--- config.mk ---
export PLATFORM = sky130hd
export DESIGN_NAME = ant_buf_wr_sched
export DESIGN_NICKNAME = d
export VERILOG_FILES = /design/src/rtl/ant_buf_wr_sched.sv
export SDC_FILE = /design/constraint.sdc
export NUM_CORES = 1
export LEC_CHECK = 0
export CORE_MARGIN = 10
export CORE_UTILIZATION = 38
export CTS_BUF_LIST = sky130_fd_sc_hd__clkbuf_4 sky130_fd_sc_hd__clkbuf_8
export DETAILED_ROUTE_END_ITERATION = 10
export GPL_TIMING_DRIVEN = 0
export PLACE_DENSITY = 0.86
export SLEW_MARGIN = 40
export SYNTH_ARGS = -nofsm -noshare
export SYNTH_HDL_FRONTEND = slang
export SYNTH_SLANG_ARGS = --single-unit
--- constraint.sdc ---
create_clock -name i_clk -period 6.5 [get_ports i_clk]
set_input_delay 0.975 -clock i_clk [delete_from_list [all_inputs] [get_ports i_clk]]
set_output_delay 0.975 -clock i_clk [all_outputs]
set_load 0.03 [all_outputs]
--- src/rtl/ant_buf_wr_sched.sv ---
// Write-side scheduler for the even/odd antenna ping-pong buffer: addresses REs, tags banks, tracks slot credits.
// Optional statistics (drop/length-error counters, credit-error flag) built only when ANT_BUF_SCHED_STAT_EN is defined.
module ant_buf_wr_sched #(
  parameter int ANT        = 4,
  parameter int ADDR_WIDTH = 11,
  parameter int RE_NUM     = 1584,
  parameter int SLOT_NUM   = 2,
  parameter int CNT_WIDTH  = 16
) (
  input  logic                  i_clk,
  input  logic                  i_reset,
  input  logic [ANT*32-1:0]     i_data,
  input  logic                  i_vld,
  input  logic                  i_sop,
  input  logic                  i_rd_done,
  output logic [ADDR_WIDTH-1:0] o_iq_addr,
  output logic [ANT*32-1:0]     o_iq_data,
  output logic                  o_iq_vld,
  output logic                  o_iq_last,
  output logic                  o_bank,
  output logic                  o_busy,
  output logic [CNT_WIDTH-1:0]  o_drop_cnt,
  output logic [CNT_WIDTH-1:0]  o_len_err_cnt,
  output logic                  o_credit_err
);

  localparam int CW = (SLOT_NUM < 1) ? 1 : $clog2(SLOT_NUM + 1);
  localparam logic [CW-1:0]         CRED_FULL = CW'(SLOT_NUM);
  localparam logic [ADDR_WIDTH-1:0] LAST_ADDR = ADDR_WIDTH'(RE_NUM - 1);

  typedef enum logic [1:0] {ST_IDLE, ST_WR, ST_DROP} state_t;

  state_t                  state_q, state_d;
  logic                    bank_q, bank_d;
  logic [ADDR_WIDTH-1:0]   cnt_q, cnt_d;
  logic [CW-1:0]           cred_even_q, cred_even_d;
  logic [CW-1:0]           cred_odd_q, cred_odd_d;
  logic [ADDR_WIDTH-1:0]   addr_q;
  logic [ANT*32-1:0]       data_q;
  logic                    vld_q, last_q, obank_q;

  logic                    wr_en, wr_last, commit, drop_start, len_err, credit_ovf;
  logic [ADDR_WIDTH-1:0]   wr_addr;
  logic [CW-1:0]           cred_cur;
  logic                    dec_even, dec_odd;

  always_comb begin
    state_d    = state_q;
    bank_d     = bank_q;
    cnt_d      = cnt_q;
    wr_en      = 1'b0;
    wr_last    = 1'b0;
    wr_addr    = '0;
    commit     = 1'b0;
    drop_start = 1'b0;
    len_err    = 1'b0;
    cred_cur   = bank_q ? cred_odd_q : cred_even_q;

    case (state_q)
      ST_IDLE, ST_DROP: begin
        if (i_vld) begin
          // Admission is decided only at sop; a sop inside a drop re-arbitrates immediately.
          if (i_sop) begin
            cnt_d = ADDR_WIDTH'(1);
            if (cred_cur != '0) begin
              wr_en   = 1'b1;
              state_d = ST_WR;
            end else begin
              drop_start = 1'b1;
              state_d    = ST_DROP;
            end
          end else if (state_q == ST_DROP) begin
            if (cnt_q == LAST_ADDR) begin
              cnt_d   = '0;
              state_d = ST_IDLE;
            end else begin
              cnt_d = cnt_q + ADDR_WIDTH'(1);
            end
          end
        end
      end
      ST_WR: begin
        if (i_vld) begin
          wr_en = 1'b1;
          if (i_sop) begin
            len_err = 1'b1;
            cnt_d   = ADDR_WIDTH'(1);
          end else if (cnt_q == LAST_ADDR) begin
            wr_addr = cnt_q;
            wr_last = 1'b1;
            commit  = 1'b1;
            bank_d  = ~bank_q;
            cnt_d   = '0;
            state_d = ST_IDLE;
          end else begin
            wr_addr = cnt_q;
            cnt_d   = cnt_q + ADDR_WIDTH'(1);
          end
        end
      end
      default: state_d = ST_IDLE;
    endcase
  end

  // Commit and reader release on the same bank cancel; otherwise credits saturate at SLOT_NUM.
  always_comb begin
    dec_even    = commit & ~bank_q;
    dec_odd     = commit & bank_q;
    cred_even_d = cred_even_q;
    cred_odd_d  = cred_odd_q;
    if (dec_even && !i_rd_done)
      cred_even_d = cred_even_q - CW'(1);
    else if (i_rd_done && !dec_even && cred_even_q != CRED_FULL)
      cred_even_d = cred_even_q + CW'(1);
    if (dec_odd && !i_rd_done)
      cred_odd_d = cred_odd_q - CW'(1);
    else if (i_rd_done && !dec_odd && cred_odd_q != CRED_FULL)
      cred_odd_d = cred_odd_q + CW'(1);
    credit_ovf = i_rd_done & ((~dec_even & (cred_even_q == CRED_FULL)) |
                              (~dec_odd  & (cred_odd_q  == CRED_FULL)));
  end

  always_ff @(posedge i_clk or posedge i_reset) begin
    if (i_reset) begin
      state_q     <= ST_IDLE;
      bank_q      <= 1'b0;
      cnt_q       <= '0;
      cred_even_q <= CRED_FULL;
      cred_odd_q  <= CRED_FULL;
      addr_q      <= '0;
      data_q      <= '0;
      vld_q       <= 1'b0;
      last_q      <= 1'b0;
      obank_q     <= 1'b0;
    end else begin
      state_q     <= state_d;
      bank_q      <= bank_d;
      cnt_q       <= cnt_d;
      cred_even_q <= cred_even_d;
      cred_odd_q  <= cred_odd_d;
      addr_q      <= wr_addr;
      data_q      <= i_data;
      vld_q       <= wr_en;
      last_q      <= wr_last;
      obank_q     <= wr_en & bank_q;
    end
  end

  assign o_iq_addr = addr_q;
  assign o_iq_data = data_q;
  assign o_iq_vld  = vld_q;
  assign o_iq_last = last_q;
  assign o_bank    = obank_q;
  assign o_busy    = (state_q != ST_IDLE);

`ifdef ANT_BUF_SCHED_STAT_EN
  logic [CNT_WIDTH-1:0] drop_cnt_q, len_err_cnt_q;
  logic                 credit_err_q;

  function automatic logic [CNT_WIDTH-1:0] sat_inc(input logic [CNT_WIDTH-1:0] v);
    return (&v) ? v : v + CNT_WIDTH'(1);
  endfunction

  always_ff @(posedge i_clk or posedge i_reset) begin
    if (i_reset) begin
      drop_cnt_q    <= '0;
      len_err_cnt_q <= '0;
      credit_err_q  <= 1'b0;
    end else begin
      if (drop_start) drop_cnt_q    <= sat_inc(drop_cnt_q);
      if (len_err)    len_err_cnt_q <= sat_inc(len_err_cnt_q);
      if (credit_ovf) credit_err_q  <= 1'b1;
    end
  end

  assign o_drop_cnt    = drop_cnt_q;
  assign o_len_err_cnt = len_err_cnt_q;
  assign o_credit_err  = credit_err_q;
`else
  logic stat_unused;
  assign stat_unused   = drop_start ^ len_err ^ credit_ovf;
  assign o_drop_cnt    = '0;
  assign o_len_err_cnt = '0;
  assign o_credit_err  = 1'b0;
`endif

endmodule

==> results of run 1 <==
==> cell families (layout without fill, tap and decap cells) <==
logic type	count (synthesis)	in the layout	share of synthesized area
buffers and inverters	41	348	0.0577
AOI/OAI and AO/OA	20	20	0.0272
muxes	3	3	0.00605
other	1	33	0.000755
and+or+nand+nor	64	64	0.0794
xor gates and xnor gates	11	11	0.0194
adders and majority gates	1	1	0.00252
DFF	160	160	0.807
==> placed cells by master (no fill, tap or decap), types with 2 or more instances in the layout <==
cell type and n:
xor2_1 7, and3_1 2, and4_1 5, bufinv_16 3, buf_16 2, or3_1 3
nor3b_1 3, xnor2_1 4, and2_1 14, clkdlybuf4s50_1 275, inv_1 4, a21oi_1 6
nor3_1 3, dfstp_2 2, nand2_1 6, nand3_1 4, dfrtp_1 158, buf_4 33
mux2i_1 3, conb_1 33, nand4_1 4, clkbuf_4 4, clkbuf_8 19, nor2_1 11
clkinv_2 4, o21ai_0 5
==> worst register-to-register path: stages (launching register included) <==
cell and delay, ns:
dfrtp_1 0.43, ha_1 0.24, and3_1 0.17, buf_2 0.16, and4_1 0.25, or3_1 0.32
a22oi_1 0.14
==> path summary, 6_finish.rpt <==
check	end	slack, ns	cells after the start
max in group asynchronous	o_iq_data[28]	4.99	3
max reg2reg	cred_odd_q[0]	4.70	6
max	o_busy	3.71	2
min in group asynchronous	o_iq_data[71]	0.92	2
min	cred_even_q[1]	0.51	1
min reg2reg	cred_even_q[1]	0.51	1
==> routing by layer <==
layer,share of wire,global-route usage
met1,0.35,0.191
met2,0.56,0.356
met3,0.072,0.0728
met4,0.017,0.0593
met5,0,0
==> registers in the layout, indices dropped and copies added, names as in the netlist <==
register,count
o_iq_vld,1
o_iq_addr,11
cred_odd_q,2
bank_q,1
cred_even_q,2
state_q,2
o_bank,1
o_iq_data,128
o_iq_last,1
cnt_q,11
==> power by group <==
part	internal, mW	leakage [nW]	total, mW	switching, mW
clock	0.411	0.213	0.745	0.334
combinational	0.184	1.67	0.386	0.202
sequential	1.06	1.91	1.09	0.0341
total	1.66	3.80	2.22	0.569
==> layout make-up <==
cell class / count / area share
well taps: 172 / 0.0253
clock buffers: 23 / 0.0342
flip-flops and latches: 160 / 0.470
inverters: 5 / 0.00309
repair buffers: 277 / 0.330
plain buffers: 36 / 0.0314
multi-input cells: 132 / 0.0930
clock inverters: 7 / 0.0129
==> per-stage QoR <==
step                setup WS, ns  cells
CTS                         3.67    812
finish                      3.71    812
floorplan                   1.21    333
global route                3.63    812
detailed placement          3.78    782
global placement          -0.481    780
==> results by group, run 1 <==
GRT
  • Largest net degree at the start of global routing: 65
  • First-pass GRT wire length: about 25 mm
  • Number of global-route vias before repair: 3,846
  • Initial antenna violation count: 0
  • GRT Residual Overflow: 0
  • Gr usage total: 0.191

Yosys
  • Cells after Synth: 301
  • Number of register bits inferred by synthesis: 160
  • Synth top area share: 0.796
  • Top_reg_cell synth: dfrtp_1
  • Commonest cells in the netlist: dfrtp_1 (158), buf_4 (33), and2_1 (14), nor2_1 (11), xor2_1 (7)
  • Yosys cell types: 42
  • EDFF count, synth: 0
  • Syn Std Cell Area: 4960 um2
  • Syn_area_per_cell: 16.5 um2
  • Most frequent cell after synthesis: dfrtp_1
  • Seq/Total Area, Yosys: 0.807
  • Largest area contributor in the netlist: dfrtp_1
  • FFs w/ async S/R, synth: 1.00
  • Top area cells in the synthesized netlist: dfrtp_1 (80%), buf_4 (5.0%), and2_1 (1.8%)
  • Synth warnings: 0

Pwr
  • Pwr per Cell Area: between 200 and 300 nW/um2
  • Maximum vdd ir drop: around 0.12 mV
  • Power Total: approximately 2.2 mW
  • Leakage power: around 3.8 nW

Clock tree
  • TritonCTS Sinks: 160
  • Total setup buffers inserted after CTS: 0
  • CTS Buf Count: 17
  • Clock Latency Late Sink: 0.43 ns
  • Maximum root-to-sink buffer count: 2
  • Root Driver: clkbuf_8
  • Clk slew on worst S/H paths: 0.07 ns
  • CTS tree: yes
  • Hold-fix buffers, CTS: 0
  • H-tree depth reported by CTS: 4
  • Resized Gates After CTS: 0

Finish
  • Post-route cell area: 8520 um2
  • Area of the multi-input gates: 792 um2
  • Layout Utilization: 0.669
  • Share of layout cells above drive strength 1: 0.120
  • Register area: 4010 um2
  • Antenna Cells: 0
  • Nets@finish: 763
  • Filler cell count in the final layout: 897
  • Area Growth Syn to Fin: 71.5%

Route
  • Routed wire length: 17.8 mm
  • Initial DRC count: 156
  • Vias: 3,511
  • Average routed wire per standard cell: 22.0 um
  • Via/cell ratio: 4.32
  • ANT nets after route: 0
  • Drt pass-1 iters: 4
  • Drc violations: 0

Timing
  • Clk_skew: 0.00752 ns
  • Slew Viols, Final: 0
  • Worst hold slack: 0.509 ns
  • Minimum clock period: 2.79 ns
  • Final-report hold violation count: 0
  • Final setup fails: 0
  • Fmax: 358 MHz
  • Fin crit share: 0.429
  • Setup_tns: 0 ns
  • RSZ-0062 raised after global routing: no

Worst setup path
  • Critical Path Max Stage Delay: 0.61 ns
  • Maximum fanout along the worst path: 6
  • Critical path origin: state_q[1]
  • R2R Path Start: cnt_q[0]
  • Slowest library cell on the worst path: clkdlybuf4s50_1
  • CP Capture Type: primary output
  • Crit path DAT: 1.81 ns
  • WS Path Type: reg2out
  • Worst Setup Start Kind: flip-flop
  • Worst Path Required: 5.52 ns
  • Family with the most delay on the worst path: buffers and inverters
  • Buf+Inv Stages, Crit Path: 1
  • Crit path cell chain: or2_2 -> clkdlybuf4s50_1

Floorplan
  • Die Footprint: 18,000 um2
  • Initial Utilization: 0.390
  • Row Count: 41
  • Core ar.: 12,700 um2
  • Die H: ~130 um
  • Die width: 134 um
  • Ports: between 300 and 400

Placed design
  • Dpl cell area: 8120 um2
  • I/O Buffers: 275
  • Hpwl dp: around 14 mm
  • Routability-driven placement congestion ratio: 0.864

Hold path
  • Hold Path Class: reg2reg
  • Hold Path Origin: cred_even_q[1]

Outcome
  • Status: complete, no violations

Run
  • Max cap viols: 0
(Power assumes the default switching activity.)
==> run 2, diff against run 1 <==
- clock period: 6.5 -> 2.7 ns (I/O delays scaled with it)
==> run 2 against run 1 <==
Global-route usage up 0.11 points. Sequential share of layout area down 0.53 points. Critical path type unchanged. Combinational power is 140% higher. Wire length fell by 1.8%. Sequential power rose by 140%. Clock-buffer cell count is 2 lower.
==> results by group, run 2 (synthesized netlist as in run 1, its figures left out) <==
Outcome
  • Status: complete, no violations (unchanged)

GRT
  • First-pass GRT wire length: 25.4 mm (was 25.2 mm)
  • Met1 Use GR: 0.188 (was 0.191)
  • Number of global-route vias before repair: 3,776 (was 3,846)
  • Gr usage total: 0.192 (was 0.191)
  • Initial antenna violation count: 0 (unchanged)
  • GRT Max-Usage Layer: met2 (unchanged)
  • Largest net degree at the start of global routing: 30 (was 65)
  • Met3 usage: 0.0695 (was 0.0728)
  • Met2 Track Usage GR: 0.355 (was 0.356)
  • GRT Residual Overflow: 0 (unchanged)

Worst setup path
  • Critical Path Max Stage Delay: 0.61 ns (about the same)
  • Setup slack, reg-to-reg: 0.92 ns (was 4.70 ns)
  • WS Path Type: reg2out (unchanged)
  • Slowest library cell on the worst path: clkdlybuf4s50_1 (unchanged)
  • CP Capture Type: primary output (unchanged)
  • R2R Path End: cred_odd_q[0] (unchanged)
  • Critical path origin: state_q[0] (was state_q[1])
  • Crit path cell chain: or2_2 -> clkdlybuf4s50_1 (unchanged)
  • Crit path DAT: 1.82 ns (was 1.81 ns)
  • Worst Setup Start Kind: flip-flop (unchanged)
  • Worst Path Required: 2.30 ns (was 5.52 ns)
  • Maximum fanout along the worst path: 7 (was 6)
  • R2R Path Start: cnt_q[0] (unchanged)
  • CP Capture Point: o_busy (unchanged)
  • Worst r2r path cells: 6 (unchanged)

Floorplan
  • Die H: 134 um (unchanged)
  • Initial Utilization: 0.390 (unchanged)
  • Die width: 134 um (unchanged)
  • Die Footprint: 18,000 um2 (unchanged)
  • Ports: 309 (unchanged)
  • Core ar.: 12,700 um2 (unchanged)
  • Row Count: 41 (unchanged)

Timing
  • Slew Viols, Final: 0 (unchanged)
  • Fin crit share: 0.824
  • Slew of the pin with the lowest slew margin: 0.613 ns
  • Final setup fails: 0 (unchanged)
  • Max transition margin: 0.591
  • Final-report hold violation count: 0 (unchanged)
  • Final setup margin: 0.476 ns (was 3.71 ns)
  • Fmax: 450 MHz
  • Minimum clock period: 2.22 ns
  • Worst hold slack: 0.395 ns (was 0.509 ns)
  • Clk_skew: 0.0108 ns (was 0.00752 ns)
  • RSZ-0062 raised after global routing: no (unchanged)

Pwr
  • Leakage power: 3.82 nW (was 3.80 nW)
  • Pwr per Cell Area: 620 nW/um2 (was 261 nW/um2)
  • Power Total: 5.34 mW (was 2.22 mW)
  • Maximum vdd ir drop: 0.287 mV (was 0.116 mV)

Clock tree
  • Clock Latency Late Sink: 0.43 ns (about the same)
  • TritonCTS Sinks: 160 (unchanged)
  • H-tree depth reported by CTS: 4 (unchanged)
  • Clk slew on worst S/H paths: 0.09 ns (was 0.07 ns)
  • CTS Buf Count: 17 (unchanged)
  • CTS tree: yes (unchanged)
  • Hold-fix buffers, CTS: 0 (unchanged)
  • Resized Gates After CTS: 0 (unchanged)
  • Root Driver: clkbuf_8 (unchanged)
  • Maximum root-to-sink buffer count: 2 (unchanged)
  • Total setup buffers inserted after CTS: 0 (unchanged)

Route
  • Drc violations: 0 (unchanged)
  • Average routed wire per standard cell: 21.4 um (was 22.0 um)
  • Routed wire length: 17.5 mm (was 17.8 mm)
  • Vias: 3,495 (was 3,511)
  • Initial DRC count: 188 (was 156)
  • ANT nets after route: 0 (unchanged)
  • Drt pass-1 iters: 4 (unchanged)
  • Via/cell ratio: 4.27 (was 4.32)

Finish
  • Max reg flops: 128 (unchanged)
  • Antenna Cells: 0 (unchanged)
  • Fin cells: 818 (was 812)
  • Nets@finish: 767 (was 763)
  • Share of layout cells above drive strength 1: 0.128 (was 0.120)
  • Area Growth Syn to Fin: 73.5% (was 71.5%)
  • Most common cell after layout, fill and taps aside: clkdlybuf4s50_1 (unchanged)
  • Filler cell count in the final layout: 891 (was 897)
  • Commonest non-fill, non-tap cells in the layout: clkdlybuf4s50_1 (275), dfrtp_1 (158), buf_4 (33), conb_1 (33), clkbuf_8 (19) (unchanged)
  • Post-route cell area: 8610 um2 (was 8520 um2)

Placed design
  • I/O Buffers: 275 (unchanged)
  • Hpwl dp: 14.6 mm (was 14.1 mm)
  • Dpl cell area: 8210 um2 (was 8120 um2)
  • Placed cells: 786 (was 782)
  • Post-place setup slack: 0.523 ns (was 3.78 ns)
  • Routability-driven placement congestion ratio: 0.846 (was 0.864)

Run
  • Max cap viols: 0 (unchanged)

Hold path
  • Hold Path Class: in2async (was reg2reg)
## run 2: cell types whose count changed in the layout (fill, tap and decap cells not counted), sizes merged
| cell | previous run | this run |
|---|---|---|
| inv | 5 | 6 |
| bufinv | 3 | 2 |
| buf | 37 | 41 |
| clkbuf | 24 | 22 |
| clkinvlp | 0 | 4 |
## run 2: area by class of cell
type	count	area (um2)	share of cell area
multi-input combinational	132	792	0.0919
tap	172	215	0.0250
buffer	36	268	0.0311
sequential	160	4010	0.465
clock inverter	11	131	0.0153
clock buffer	21	277	0.0321
inverter	5	22.5	0.00261
timing repair buffer	281	2900	0.337
## run 2: how the worst min path moves through the flow
stage	start	endpoint	slack, ns	cells after the start
floorplan	i_data[0]	o_iq_data[0]	0.44	0
global placement	cred_odd_q[1]	cred_odd_q[1]	0.48	1
detailed placement	cred_odd_q[1]	cred_odd_q[1]	0.50	1
CTS	i_data[100]	o_iq_data[100]	0.37	1
global route	i_data[59]	o_iq_data[59]	0.36	1
finish	i_reset	o_iq_data[100]	0.40	2
## run 2: per-layer routing
| metal | part of all wire | wire length (um) |
|---|---|---|
| met4 | 0.032 | 554 |
| met5 | 0 | 0 |
| met2 | 0.56 | 9800 |
| met1 | 0.34 | 5870 |
| met3 | 0.074 | 1290 |
## run 2: per-stage QoR
step                 util  TNS [ns]
global route        0.677         0
detailed placement  0.645         0
global placement    0.633   -134.17
CTS                 0.677         0
finish              0.677         0
floorplan               -         0
## run 2: report_power, final
group / switching (mW) / internal (mW)
clock: 0.860 / 0.900
combinational: 0.489 / 0.457
sequential: 0.0806 / 2.55
## run 2: critical path, delay by kind of cell (launching register included)
family	cells	cell delay (ns)
flops	1	0.47
buf+inv	1	0.61
simple gates	1	0.31
==> run 3, diff against run 2 <==
- CORE_UTILIZATION: 38 -> 34
- PLACE_DENSITY: 0.86 -> 0.81
- clock period: 2.7 -> 2 ns (I/O delays scaled with it)
==> run 3 against run 2 <==
Clock power increased by 39%. Sequential cell count stayed put. Wire length is 6.7% lower. Non-clock buffer count stayed put. Combinational power increased by 33%. Sequential power is 35% higher. Critical path depth did not move. Via count down 0.60%. Sequential share of layout area is essentially flat. Clock-buffer cell count grew 1. Highest routed layer unchanged.
==> results by group, run 3 (synthesized netlist as in run 1, its figures left out) <==
Worst setup path
  • R2R Path Start: cnt_q[0] (unchanged)
  • Worst Setup Start Kind: flip-flop (unchanged)
  • Setup slack, reg-to-reg: 0.23 ns (was 0.92 ns)
  • Maximum fanout along the worst path: 6 (was 7)
  • Worst Path Required: 1.70 ns (was 2.30 ns)
  • R2R Path End: cred_odd_q[0] (unchanged)
  • Worst r2r path cells: 6 (unchanged)
  • CP Capture Type: primary output (unchanged)
  • Crit path DAT: 1.58 ns (was 1.82 ns)
  • WS Path Type: reg2out (unchanged)

Pwr
  • Net Sw Frac: 0.258 (was 0.268)
  • Net Sw Power: 1.87 mW (was 1.43 mW)
  • Sequential power share: 0.490 (was 0.493)
  • Gate power share: 0.174 (was 0.177)
  • Clock Power Share: 0.336 (was 0.330)
  • Power Total: 7.24 mW (was 5.34 mW)
  • Leakage power: 3.81 nW (was 3.82 nW)
  • Cell Int Power: 5.38 mW (was 3.91 mW)
  • Pwr per Cell Area: 841 nW/um2 (was 620 nW/um2)
  • Maximum vdd ir drop: 0.411 mV (was 0.287 mV)

Route
  • Drc violations: 0 (unchanged)
  • Initial DRC count: 168 (was 188)
  • Vias: 3,474 (was 3,495)
  • Average routed wire per standard cell: 19.7 um (was 21.4 um)
  • Drt pass-1 iters: 4 (unchanged)
  • Routed wire length: 16.3 mm (was 17.5 mm)
  • ANT nets after route: 0 (unchanged)
  • Via/cell ratio: 4.19 (was 4.27)

Finish
  • Antenna Cells: 0 (unchanged)
  • Area of the multi-input gates: 792 um2 (unchanged)
  • Register area: 4010 um2 (unchanged)
  • Layout Utilization: 0.597 (was 0.677)
  • Max reg flops: 128 (unchanged)
  • Post-route cell area: 8620 um2 (was 8610 um2)
  • Area Growth Syn to Fin: 73.6% (was 73.5%)
  • Commonest non-fill, non-tap cells in the layout: clkdlybuf4s50_1 (274), dfrtp_1 (158), buf_4 (33), conb_1 (33), clkbuf_8 (18) (was clkdlybuf4s50_1 (275), dfrtp_1 (158), buf_4 (33), conb_1 (33), clkbuf_8 (19))
  • Nets@finish: 767 (unchanged)
  • Most common cell after layout, fill and taps aside: clkdlybuf4s50_1 (unchanged)
  • Filler cell count in the final layout: 1,114 (was 891)
  • Share of layout cells above drive strength 1: 0.127 (was 0.128)

Outcome
  • Status: complete, no violations (unchanged)

Floorplan
  • Die Footprint: 19,800 um2 (was 18,000 um2)
  • Ports: 309 (unchanged)
  • Die H: 141 um (was 134 um)
  • Die width: 141 um (was 134 um)
  • Initial Utilization: 0.344 (was 0.390)
  • Core ar.: 14,400 um2 (was 12,700 um2)
  • Row Count: 44 (was 41)

Timing
  • RSZ-0062 raised after global routing: no (unchanged)
  • Fmax: around 530 MHz
  • Final-report hold violation count: 0 (unchanged)
  • Slew Viols, Final: 0 (unchanged)
  • Minimum clock period: 1.88 ns
  • Clk_skew: 0.00651 ns (was 0.0108 ns)
  • Worst hold slack: 0.244 ns (was 0.395 ns)
  • Fin crit share: 0.939
  • Setup_tns: 0 ns (unchanged)
  • Final setup fails: 0 (unchanged)

Clock tree
  • CTS Buf Count: 17 (unchanged)
  • TritonCTS Sinks: 160 (unchanged)
  • Maximum root-to-sink buffer count: 2 (unchanged)
  • CTS tree: yes (unchanged)
  • Clock Latency Late Sink: 0.43 ns (about the same)
  • H-tree depth reported by CTS: 4 (unchanged)
  • Clk slew on worst S/H paths: 0.08 ns (was 0.09 ns)
  • Root Driver: clkbuf_8 (unchanged)

Placed design
  • Routability-driven placement congestion ratio: 0.811 (was 0.846)
  • Dpl cell area: 8210 um2 (unchanged)
  • Hpwl dp: 13.3 mm (was 14.6 mm)
  • I/O Buffers: 275 (unchanged)

GRT
  • Largest net degree at the start of global routing: 28 (was 30)
  • GRT Residual Overflow: 0 (unchanged)
  • First-pass GRT wire length: 24.0 mm (was 25.4 mm)
  • Initial antenna violation count: 0 (unchanged)
  • Gr usage total: 0.163 (was 0.192)
  • Number of global-route vias before repair: 3,755 (was 3,776)

Hold path
  • Hold Path Class: in2async (unchanged)

Run
  • Max cap viols: 0 (unchanged)
-- run 3: power by group through the flow --
stage / sequential, mW / combinational [mW] / clock [mW]
2_1_floorplan: 3.89 / 0.320 / 0
3_3_place_gp: 3.60 / 1.20 / 0
3_5_place_dp: 3.61 / 1.27 / 0
4_1_cts: 3.55 / 1.27 / 2.51
5_1_grt: 3.57 / 1.33 / 2.64
6_report: 3.55 / 1.26 / 2.44
-- run 3: how the worst max path moves through the flow --
stage | start | end
3_5_place_dp | i_vld | cnt_q[10]
6_report | state_q[1] | o_busy
4_1_cts | state_q[1] | o_busy
3_3_place_gp | i_reset | o_iq_data[62]
5_1_grt | state_q[1] | o_busy
2_1_floorplan | i_reset | bank_q
-- run 3: critical path, stage by stage (launching register included) --
cell and delay [ns]:
dfrtp_1 0.46, or2_2 0.33, dlygate4sd2_1 0.36
-- run 3: routing by layer --
| metal | share of wire | GRT usage | vias to the layer above |
|---|---|---|---|
| li1 | - | - | 1582 |
| met1 | 0.35 | 0.165 | 1719 |
| met2 | 0.55 | 0.296 | 156 |
| met3 | 0.080 | 0.0648 | 17 |
| met4 | 0.016 | 0.0571 | 0 |
| met5 | 0 | 0 | - |
-- run 3: final cells by class --
cell class / instances / area share
buffer: 36 / 0.0311
clock buffer: 22 / 0.0322
clock inverter: 9 / 0.0155
inverter: 5 / 0.00261
multi-input combinational: 132 / 0.0919
sequential: 160 / 0.465
tap: 184 / 0.0267
timing repair buffer: 281 / 0.335
-- run 3: stage by stage --
stage	setup WS (ns)	instances
after global routing	0.0519	829
after floorplan	-0.327	333
after CTS	0.0855	829
after detailed placement	-0.0856	798
after global placement	-1.46	792
final	0.122	829
-- run 3: what timing repair did --
item | in CTS | in global routing
setup buffers | 0 | 0
hold endpoints to repair | 0 | 0
setup endpoints to repair | 1 | 0
gates resized for setup | 1 | 0
hold buffers | 0 | 0
